==> config.mk <==
export PLATFORM = sky130hd
export DESIGN_NAME = cordic_iter_engine
export DESIGN_NICKNAME = d
export VERILOG_FILES = /design/src/rtl/cordic_iter_engine.sv
export SDC_FILE = /design/constraint.sdc
export NUM_CORES = 1
export LEC_CHECK = 0
export BUFFER_PORTS_ARGS = -buffer_cell sky130_fd_sc_hd__buf_2
export CORE_ASPECT_RATIO = 0.9
export CORE_MARGIN = 5
export CORE_UTILIZATION = 35
export CTS_CLUSTER_SIZE = 30
export DETAILED_ROUTE_END_ITERATION = 8
export GPL_TIMING_DRIVEN = 0
export SKIP_CTS_REPAIR_TIMING = 1
export SYNTH_ARGS = -nofsm -noshare
export SYNTH_HDL_FRONTEND = slang
export SYNTH_SLANG_ARGS = --single-unit
==> constraint.sdc <==
create_clock -name clk -period 16.4 [get_ports clk]
set_input_delay 0 -clock clk [delete_from_list [all_inputs] [get_ports clk]]
set_output_delay 0 -clock clk [all_outputs]
set_load 0.005 [all_outputs]
==> src/rtl/cordic_iter_engine.sv <==
// rtl/cordic_iter_engine.sv - iterative circular/hyperbolic CORDIC micro-rotation engine
// Optional sticky x/y overflow flag: define CORDIC_OVERFLOW_EN.
module cordic_iter_engine #(
  parameter int p_WIDTH            = 32,
  parameter int p_ANGLE_ADDR_WIDTH = 5
) (
  input  logic                              clk,
  input  logic                              rst_n,
  input  logic                              start,
  input  logic                              system,
  input  logic                              mode,
  input  logic [p_ANGLE_ADDR_WIDTH-1:0]     iterCount,
  input  logic signed [p_WIDTH-1:0]         xIn,
  input  logic signed [p_WIDTH-1:0]         yIn,
  input  logic signed [p_WIDTH-1:0]         zIn,
  output logic signed [p_WIDTH-1:0]         xOut,
  output logic signed [p_WIDTH-1:0]         yOut,
  output logic signed [p_WIDTH-1:0]         zOut,
  output logic                              busy,
  output logic                              done,
  output logic                              overflow,
  output logic [p_ANGLE_ADDR_WIDTH-1:0]     lutOffset,
  output logic                              lutSystem,
  input  logic [p_WIDTH-1:0]                lutAngle
);

  localparam int W  = p_WIDTH;
  localparam int AW = p_ANGLE_ADDR_WIDTH;
  localparam logic [AW-1:0] c_ONE   = AW'(1);
  localparam logic [AW-1:0] c_REP_A = AW'(4);
  localparam logic [AW-1:0] c_REP_B = AW'(13);

  typedef enum logic [1:0] {S_IDLE, S_ITER, S_DONE} state_t;

  state_t              state;
  logic signed [W-1:0] xReg, yReg, zReg;
  logic                modeReg;
  logic [AW-1:0]       iterReg;
  logic [AW-1:0]       kReg;
  logic                repeatIssued;

  logic                dirPos;
  logic                xSub;
  logic                lastIter;
  logic signed [W-1:0] xShift, yShift;
  logic signed [W-1:0] xNext, yNext, zNext;

  // lutSystem doubles as the latched system select; lutOffset is the shift index i.
  always_comb begin
    dirPos   = modeReg ? yReg[W-1] : ~zReg[W-1];
    xSub     = (dirPos == lutSystem);
    xShift   = xReg >>> lutOffset;
    yShift   = yReg >>> lutOffset;
    zNext    = dirPos ? (zReg - lutAngle) : (zReg + lutAngle);
    xNext    = xSub ? (xReg - yShift) : (xReg + yShift);
    yNext    = dirPos ? (yReg + xShift) : (yReg - xShift);
    lastIter = (kReg == iterReg - c_ONE);
  end

`ifdef CORDIC_OVERFLOW_EN
  logic [W:0] xWide, yWide;
  logic       iterOvf;

  // Same x/y sums one bit wider; a top-two-bit disagreement means the wrapped result lied.
  always_comb begin
    xWide   = xSub ? ({xReg[W-1], xReg} - {yShift[W-1], yShift})
                   : ({xReg[W-1], xReg} + {yShift[W-1], yShift});
    yWide   = dirPos ? ({yReg[W-1], yReg} + {xShift[W-1], xShift})
                     : ({yReg[W-1], yReg} - {xShift[W-1], xShift});
    iterOvf = (xWide[W] != xWide[W-1]) || (yWide[W] != yWide[W-1]);
  end

  always_ff @(posedge clk or negedge rst_n) begin
    if (!rst_n) begin
      overflow <= 1'b0;
    end else if (state == S_IDLE && start) begin
      overflow <= 1'b0;
    end else if (state == S_ITER && iterOvf) begin
      overflow <= 1'b1;
    end
  end
`else
  assign overflow = 1'b0;
`endif

  always_ff @(posedge clk or negedge rst_n) begin
    if (!rst_n) begin
      state        <= S_IDLE;
      xReg         <= '0;
      yReg         <= '0;
      zReg         <= '0;
      xOut         <= '0;
      yOut         <= '0;
      zOut         <= '0;
      busy         <= 1'b0;
      done         <= 1'b0;
      lutOffset    <= '0;
      lutSystem    <= 1'b0;
      modeReg      <= 1'b0;
      iterReg      <= '0;
      kReg         <= '0;
      repeatIssued <= 1'b0;
    end else begin
      done <= 1'b0;
      case (state)
        S_IDLE: begin
          if (start) begin
            xReg         <= xIn;
            yReg         <= yIn;
            zReg         <= zIn;
            lutSystem    <= system;
            modeReg      <= mode;
            iterReg      <= iterCount;
            kReg         <= '0;
            repeatIssued <= 1'b0;
            lutOffset    <= system ? '0 : c_ONE;
            if (iterCount == '0) begin
              state <= S_DONE;
              done  <= 1'b1;
              xOut  <= xIn;
              yOut  <= yIn;
              zOut  <= zIn;
            end else begin
              state <= S_ITER;
              busy  <= 1'b1;
            end
          end
        end

        S_ITER: begin
          xReg <= xNext;
          yReg <= yNext;
          zReg <= zNext;
          kReg <= kReg + c_ONE;
          if (lastIter) begin
            state <= S_DONE;
            busy  <= 1'b0;
            done  <= 1'b1;
            xOut  <= xNext;
            yOut  <= yNext;
            zOut  <= zNext;
          end else if (!lutSystem && !repeatIssued &&
                       (lutOffset == c_REP_A || lutOffset == c_REP_B)) begin
            // Hyperbolic convergence needs indices 4 and 13 issued twice.
            repeatIssued <= 1'b1;
          end else begin
            repeatIssued <= 1'b0;
            if (lutOffset != '1) begin
              lutOffset <= lutOffset + c_ONE;
            end
          end
        end

        S_DONE: begin
          state <= S_IDLE;
        end

        default: begin
          state <= S_IDLE;
        end
      endcase
    end
  end

endmodule
-- Yosys cells after proc, flatten, opt, wreduce, memory -nomap -nowiden
Index checks and enable logic that the tools add are counted.
- output and inout bits: 105
- register bits after elaboration: 214
- shift operators: 2
- mux-type cells: 46
- eq/ne operators: 13
- bitwise logic cells: 1
- reduce and logical (&&, ||, !) cells: 15
- add/sub/neg operators: 9
- operators by type and width (cell ; count):
    $mux 32 ; 15
    $pmux 32 s2 ; 6
    $add 32x32->32 ; 3
    $sub 32x32->32 ; 3
    $sshr 32x5->32 ; 2
    $mux 5 ; 5
    $pmux 5 s2 ; 2
    $ne 2x2->1 const B ; 7
    $mux 1 ; 11
    $add 5x1->5 const B ; 2
    $reduce_and 4->1 ; 2
    $mux 2 ; 3
    $pmux 1 s2 ; 3
    $reduce_and 2->1 ; 3
    $eq 5x3->1 const B ; 1
    $eq 5x4->1 const B ; 1
    $eq 5x5->1 ; 1
    $logic_not 5->1 ; 1
    $ne 5x5->1 const B ; 1
    $reduce_and 5->1 ; 1
    $sub 5x1->5 const B ; 1
    $pmux 2 s2 ; 1
    $reduce_and 3->1 ; 1
    $eq 2x1->1 const B ; 1
    other kinds (7) ; 9

-- Logic depth before layout (Yosys ltp)
Gate-level depths: netlist of the first run.
- depth after elaboration: 6
- mapped depth: 29
- gate-level depth less buffers: 25

-- Worst setup path before layout of the first run
Ideal clock, no wire load.
- path type: register to register
- from: register lutOffset[0]
- to: register xOut[28]
- arrival time: 5.891 ns
- stages on the path, launching flop included: 24
- library setup time: 0.141 ns
- clock period less this slack: 6.032 ns
- slack: 10.368 ns
- path through: dfrtp_1 > buf_6 > buf_12 > buf_6 > mux4_2 > a22oi_1 > o221ai_1 > nor3_1 > nor4bb_1 > nand3_1 > o31ai_1 > xor2_1 > ha_1 > a21o_1 > a21o_1 > a21o_1 > a221o_1 > o211ai_1 > a21boi_0 > or4_1 > a31o_2 > a311oi_1 > mux2_2 > a21oi_1
- cells in the longest elaborated chain, start to end: 5
- elaborated cells on any way between the ends: 6
- ends and longest elaborated chain (item ; RTL line ; source):
    start, declared ; 22 ; output logic [p_ANGLE_ADDR_WIDTH-1:0] lutOffset,
    start signal, assigned ; 116 ; lutOffset <= system ? '0 : c_ONE;
    start signal, assigned ; 149 ; lutOffset <= lutOffset + c_ONE;
    $sshr 32x5->32 * ; 53 ; yShift = yReg >>> lutOffset;
    $add 32x32->32 / $sub 32x32->32 (equally long branches) ; 55 ; xNext = xSub ? (xReg - yShift) : (xReg + yShift);
    $mux 32 * ; 55 ;
    $mux 32 * ; 135 ; if (lastIter) begin
    $pmux 32 s2 * ; 105 ; case (state)
    end signal, assigned ; 120 ; xOut <= xIn;
    end signal, assigned ; 139 ; xOut <= xNext;
    end, declared ; 16 ; output logic signed [p_WIDTH-1:0] xOut,
Mark *: on every way between the ends. The rest lies on a longest branch, timed or not. The select of a mux whose other input is x is not followed.
A chain may end at the register's enable or synchronous reset.

-- Final worst setup path of the first run
- from: register lutOffset[4]
- to: register yReg[31]
- cells in the longest elaborated chain, start to end: 4
- elaborated cells on any way between the ends: 5
- ends and longest elaborated chain (item ; RTL line ; source):
    $sshr 32x5->32 * ; 52 ; xShift = xReg >>> lutOffset;
    $sub 32x32->32 / $add 32x32->32 (equally long branches) ; 56 ; yNext = dirPos ? (yReg + xShift) : (yReg - xShift);
    $mux 32 * ; 56 ;
    $pmux 32 s2 * ; 105 ;
    end signal, assigned ; 109 ; yReg <= yIn;
    end signal, assigned ; 132 ; yReg <= yNext;
    end, declared ; 36 ; logic signed [W-1:0] xReg, yReg, zReg;
Mark *: on every way between the ends. The rest lies on a longest branch, timed or not.

==> results of run 1 <==
-- worst max-delay path: cells and delay by family, from the launching register on --
family	cells	cell delay, ns
AO/OA/AOI/OAI	7	2.78
buffers and inverters	6	3.14
adder cells (fa/ha/maj)	2	0.60
AND/OR/NAND/NOR	7	1.13
flip-flops	1	0.83
XOR/XNOR	2	0.53
-- area by class of cell --
cell class	count	area, um2
fill	5856	33500
tap	774	968
timing repair buffer	348	2310
inverter	48	180
sequential	214	5360
antenna	1	2.50
clock inverter	11	190
clock buffer	36	768
buffer	140	639
multi-input combinational	2019	14300
-- placed cells by master (no fill, tap or decap), types with 79 or more instances in the layout --
cell type and count:
nor2_1 288, nand2_1 275, buf_2 260, a21oi_1 248
dfrtp_1 214, o21ai_0 149, ha_1 109, dlygate4sd3_1 105
xnor2_1 100, clkbuf_1 84, mux2i_1 84, xor2_1 79
-- layer usage --
metal  vias up  GRT usage (%)  part of all wire [%]  wire length, um
met5         -              0                 0.027               30
met4         4           13.9                   5.3             5840
met3       236           7.76                   9.7            10600
met2      1235           50.7                    44            47800
met1     11100           44.3                    41            45100
li1       9639              -                     -                -
-- cell families after synthesis --
kind of cell	synth area share, %
DFF	26.2
AOI/OAI and AO/OA	23.0
xor gates and xnor gates	7.68
buffers and inverters	4.01
adders and majority gates	6.97
muxes	15.0
other	0.0184
and+or+nand+nor	17.0
-- flip-flops by register name, indices dropped and copies added, names as in the netlist --
name and cells:
modeReg 1, state 2, lutOffset 5, xOut 32, iterReg 5, lutSystem 1, yReg 32, zReg 32
zOut 32, busy 1, repeatIssued 1, xReg 32, kReg 5, yOut 32, done 1
-- metrics by stage --
| stage | area (um2) | utilization, % |
|---|---|---|
| global placement | 22600 | 38.9 |
| finish | 24700 | 42.4 |
| CTS | 23600 | 40.6 |
| detailed placement | 22600 | 39.0 |
| floorplan | 20400 | - |
| global route | 24700 | 42.4 |
-- path summary, 6_finish.rpt --
kind / depth (start not counted) / slack, ns / end
setup / recovery: 24 / 7.16 / yReg[31]
hold / removal: 4 / 0.04 / repeatIssued
setup reg to reg: 24 / 7.16 / yReg[31]
hold reg to reg: 2 / 0.48 / zOut[4]
max in group asynchronous: 3 / 15.13 / xReg[13]
min in group asynchronous: 2 / 0.06 / yOut[13]
==> impl_metrics.json, run 1 <==
{
  "grt_max_degree": 116,
  "finClkSkew_ns": 0.0299,
  "cts_tree": "built",
  "worstPathCellList": "buf_2 -> buf_2 -> clkbuf_1 -> buf_2 -> clkbuf_1 -> clkbuf_1 -> a21oi_1 -> ha_1 -> nand3_1 -> nor3_1 -> nor2_1 -> xor2_1 -> ha_1 -> a211oi_1 -> nand2_1 -> a2111oi_0 -> nor2_1 -> a31oi_1 -> or4_1 -> a311oi_1 -> a2111oi_0 -> xnor2_1 -> nand2_1 -> o21ai_1",
  "nets": 3047,
  "drive_above_1_share_pct": 16.2,
  "synth_area_per_cell_um2": 8.43,
  "critPathCaptureType": "register",
  "netlist_top_cells_count": "nor2_1, nand2_1, a21oi_1",
  "via_count": 22300,
  "io_pins": 243,
  "coreArea_mm2": 0.0581,
  "worstHoldStart": "start",
  "portBuffers": 241,
  "clock-sinks": 214,
  "ys_seq_area_share_pct": 26.2,
  "timing.final.ws_setup_ns": 7.16,
  "setup_viol": 0,
  "cts_root_buf": "clkbuf_16",
  "drc": 0,
  "clk_latency_ns": 0.60,
  "area_delta_synth_final_pct": 20.8,
  "reg2reg_from": "lutOffset[4]",
  "via_per_inst": 6.20,
  "totalWireLength_um": 109000,
  "synth.cell_area_mm2": 0.0204,
  "dr.pass1.iters": 6,
  "drtIter0Drc": 2784,
  "max_slew_margin_pct": -6.26,
  "worst_hold_slack_ns": 0.0371,
  "place_congestion": 1.05,
  "synthDistinctLibCells": 85,
  "first_global_vias": 21500,
  "finalCritPeriodShare_pct": 56.3,
  "drv_slew": 12,
  "async_flop_share_pct": 100,
  "cts_buffer_depth": 3,
  "grt_usage_pct": 32.8,
  "die_y_um": 239,
  "routedWlPerCell_um": 30.5,
  "min_path_type": "in -> reg",
  "synth_area_leaders": "dfrtp_1, mux4_2, ha_1",
  "violations": "max-capacitance violations, max-slew violations",
  "antenna_found_initial": 6,
  "synth_nets": 2671,
  "synth_edf_count": 0,
  "cp-startpoint": "lutOffset[4]",
  "yosysMostFrequentCell": "nor2_1",
  "tightestPinTransition_ns": 1.59,
  "gr-total-overflow": 0,
  "cts_buffers": 26,
  "num_rows": 84,
  "status": "finished, violations left",
  "fmax_mhz": 108,
  "path_max_fanout": 10,
  "tns_ns": 0,
  "ys_seq_elements": 214,
  "maxCapViolCount": 2,
  "post-route-min-period_ns": 9.24,
  "layout.cells.non_filler": 3591,
  "clk_pin_slew_ns": 0.07,
  "cpPeakStageDelay_ns": 0.88,
  "synth_top_area_share_pct": 26.2,
  "synth_ff_type": "dfrtp_1",
  "htree_levels": 1,
  "yosysWarnings": 0,
  "start_kind": "register",
  "start_util_pct": 35.1,
  "synth.largest_area_cell": "dfrtp_1",
  "rsz0062_at_grt": "no",
  "die-area_mm2": 0.0633,
  "hold_viol_final": 0,
  "synth_cells": 2421,
  "cp_slowest_cell": "a2111oi_0",
  "postRouteAntennaNets": 0,
  "post-dp-hpwl_um": 85500,
  "worstSetupPathType": "reg -> reg",
  "cp.arrival_ns": 9.64,
  "placedCellCount": 3438,
  "die_w_um": 265,
  "crit_required_ns": 16.80,
  "post-place-ws_ns": 7.57,
  "grt_pass1_wl_um": 153000
}
Power of run 1 is left out: the tool's default activity adds up to more than one toggle a clock period on the data nets, which glitch-free logic cannot reach.
==> run 2, diff against run 1 <==
--- a/config.mk
+++ b/config.mk
@@ -5,6 +5,7 @@
 export SDC_FILE = /design/constraint.sdc
 export NUM_CORES = 1
 export LEC_CHECK = 0
+export ABC_AREA = 1
 export BUFFER_PORTS_ARGS = -buffer_cell sky130_fd_sc_hd__buf_2
 export CORE_ASPECT_RATIO = 0.9
 export CORE_MARGIN = 5
==> constraint.sdc (replaced) <==
create_clock -name clk -period 9.4 [get_ports clk]
set_input_delay 0 -clock clk [delete_from_list [all_inputs] [get_ports clk]]
set_output_delay 0 -clock clk [all_outputs]
set_load 0.005 [all_outputs]
==> run 2 against run 1 <==
Net effect:
- the flow finishes with violations (negative hold slack)
- cell area shrank 1.8%
- via count increased by 8.0%
- hold slack got worse by 0.055 ns
- sequential share of layout area grew 0.39 points
- clock skew up 0.0084 ns
- register-to-register slack worse by 4.5 ns
- wire length is 9.4% lower
- critical path depth decreased by 3
==> impl_metrics.json, run 2 <==
{
  "status": "finished, violations left",
  "violations": "negative hold slack",
  "drtIter0Drc": 2605,
  "cp_slowest_cell": "o21ai_0",
  "tightestPinTransition_ns": 1.36,
  "post-dp-hpwl_um": 79900,
  "drive_above_1_share_pct": 10.9,
  "die-area_mm2": 0.0624,
  "synthMuxAreaShare_pct": 0,
  "timing.final.ws_setup_ns": 2.62,
  "layout_commonest_cell": "nand2_1",
  "die_y_um": 238,
  "synth-xor-area-share_pct": 6.18,
  "min_path_type": "in -> reg",
  "cts_buffer_depth": 3,
  "synth_edf_count": 0,
  "io_pins": 243,
  "cp.arrival_ns": 7.18,
  "cts_buffers": 26,
  "synth_top_area_share_pct": 26.6,
  "start_util_pct": 35.3,
  "portBuffers": 241,
  "layout.cells.non_filler": 4344,
  "synth.cell_area_mm2": 0.0201,
  "synth_nets": 3440,
  "reg2reg_from": "yReg[31]",
  "clock-sinks": 214,
  "netlist_top_cells_count": "nand2_1, nand3_1, o21ai_0",
  "worstHoldStart": "lutAngle[0]",
  "path_max_fanout": 10,
  "cts_tree": "built",
  "finClkSkew_ns": 0.0383,
  "totalWireLength_um": 99000,
  "ys_seq_area_share_pct": 26.6,
  "grt_pass1_wl_um": 143000,
  "synth_compound_area_share_pct": 13.7,
  "synth_fa_ha_area_share_pct": 7.07,
  "dr.pass1.iters": 7,
  "cts_root_buf": "clkbuf_16",
  "tns_ns": 0,
  "drv_slew": 0,
  "drc": 0,
  "fmax_mhz": 147,
  "coreArea_mm2": 0.0570,
  "cp-startpoint": "yReg[31]",
  "finalCritPeriodShare_pct": 72.2,
  "yosysWarnings": 0,
  "worst_hold_slack_ns": -0.0182,
  "hold_viol_final": 3,
  "ys_seq_elements": 214,
  "yosysMostFrequentCell": "nand2_1",
  "postRouteAntennaNets": 0,
  "synth-simple-area-share_pct": 39.2,
  "maxCapViolCount": 0,
  "worstPathCellList": "clkbuf_1 -> nand2_1 -> o21ai_1 -> xor2_1 -> inv_1 -> buf_2 -> o21ai_0 -> fa_1 -> nand3_1 -> nand3_1 -> a21oi_1 -> o21ai_0 -> a21oi_1 -> inv_1 -> nand2_1 -> nand2_1 -> nand4_1 -> nand3_1 -> nand3_1 -> o21ai_0 -> o21ai_0",
  "rsz0062_at_grt": "no",
  "worstSetupPathType": "reg -> reg",
  "synth_top_family_by_area": "simple AND/OR/NAND/NOR gates",
  "post-route-min-period_ns": 6.78,
  "clk_pin_slew_ns": 0.07,
  "cpPeakStageDelay_ns": 0.74,
  "num_rows": 83,
  "max_slew_margin_pct": 9.47,
  "synthDistinctLibCells": 51,
  "via_count": 24000,
  "crit_required_ns": 9.80,
  "die_w_um": 263,
  "first_global_vias": 22100,
  "start_kind": "register",
  "synth_cells": 3190,
  "placedCellCount": 4197,
  "clk_latency_ns": 0.59,
  "area_delta_synth_final_pct": 20.3,
  "nets": 3808,
  "synth.largest_area_cell": "dfrtp_1",
  "post-place-ws_ns": 3.01,
  "async_flop_share_pct": 100,
  "critPathCaptureType": "register",
  "synth_area_leaders": "dfrtp_1, nand2_1, nand3_1",
  "grt_max_degree": 116,
  "synth_ff_type": "dfrtp_1",
  "place_congestion": 1.06,
  "gr-total-overflow": 0,
  "antenna_found_initial": 4,
  "routedWlPerCell_um": 22.8,
  "critPathTopFamily": "compound AO/OA/AOI/OAI gates",
  "grt_usage_pct": 29.9,
  "setup_viol": 0,
  "layout_common_cells": "nand2_1, nand3_1, buf_2",
  "htree_levels": 1,
  "synth_area_per_cell_um2": 6.31,
  "path_buf_inv": 4,
  "via_per_inst": 5.54
}
==> run 2: cell types whose count changed after synthesis, moves of 40 or more <==
cell     before   now
nand2_1     275  1043
nand3_1      43   488
inv_1        46   209
a21oi_1     248   124
o21ai_0     149   255
mux2i_1      85     0
nor2_1      288   204
mux4_2       73     0
a21o_1       63    10
xnor2_1     100    58
a31oi_1      60    20
==> run 2: worst paths after layout <==
| check | to | slack, ns | cells after the start |
|---|---|---|---|
| min reg2reg | zOut[6] | 0.48 | 2 |
| min in group asynchronous | xOut[23] | 0.09 | 2 |
| max reg2reg | xReg[30] | 2.62 | 21 |
| max in group asynchronous | yReg[27] | 8.18 | 3 |
| min | zOut[0] | -0.02 | 5 |
| max | xReg[30] | 2.62 | 21 |
==> run 2: logic make-up (layout without fill, tap and decap cells) <==
logic type / after synthesis / count (layout)
xor gates and xnor gates: 142 / 142
other: 1 / 2
and+or+nand+nor: 1857 / 1857
AOI/OAI and AO/OA: 499 / 499
DFF: 214 / 214
adders and majority gates: 112 / 112
buffers and inverters: 365 / 753
==> run 2: final cells by class <==
type / count / area (um2)
flip-flops and latches: 214 / 5360
clock buffers: 33 / 697
multi-input cells: 2611 / 13300
diodes: 1 / 2.50
clock inverters: 15 / 206
well taps: 765 / 957
plain buffers: 145 / 636
inverters: 220 / 828
repair buffers: 340 / 2220
fillers: 6198 / 32800
==> run 2: worst min-delay path: stages <==
cell and delay (ns):
buf_2 0.11, ha_1 0.12, o21ai_0 0.12, nand2_1 0.10
nand2_1 0.05
==> run 2: layer usage <==
| layer | GRT usage [%] | wire (um) |
|---|---|---|
| met1 | 41.5 | 42200 |
| met2 | 46.9 | 43000 |
| met3 | 5.22 | 9320 |
| met4 | 11.1 | 4480 |
| met5 | 0 | 31 |
==> run 2: metrics by stage <==
step	util (%)	cell area (um2)	hold WS, ns
2_1_floorplan	-	20100	-0.296
3_3_place_gp	39.1	22300	0.234
3_5_place_dp	39.2	22300	0.127
4_1_cts	40.8	23200	-0.481
5_1_grt	42.5	24200	0.0257
6_report	42.5	24200	-0.0182
Power of run 2 is left out for the same reason.
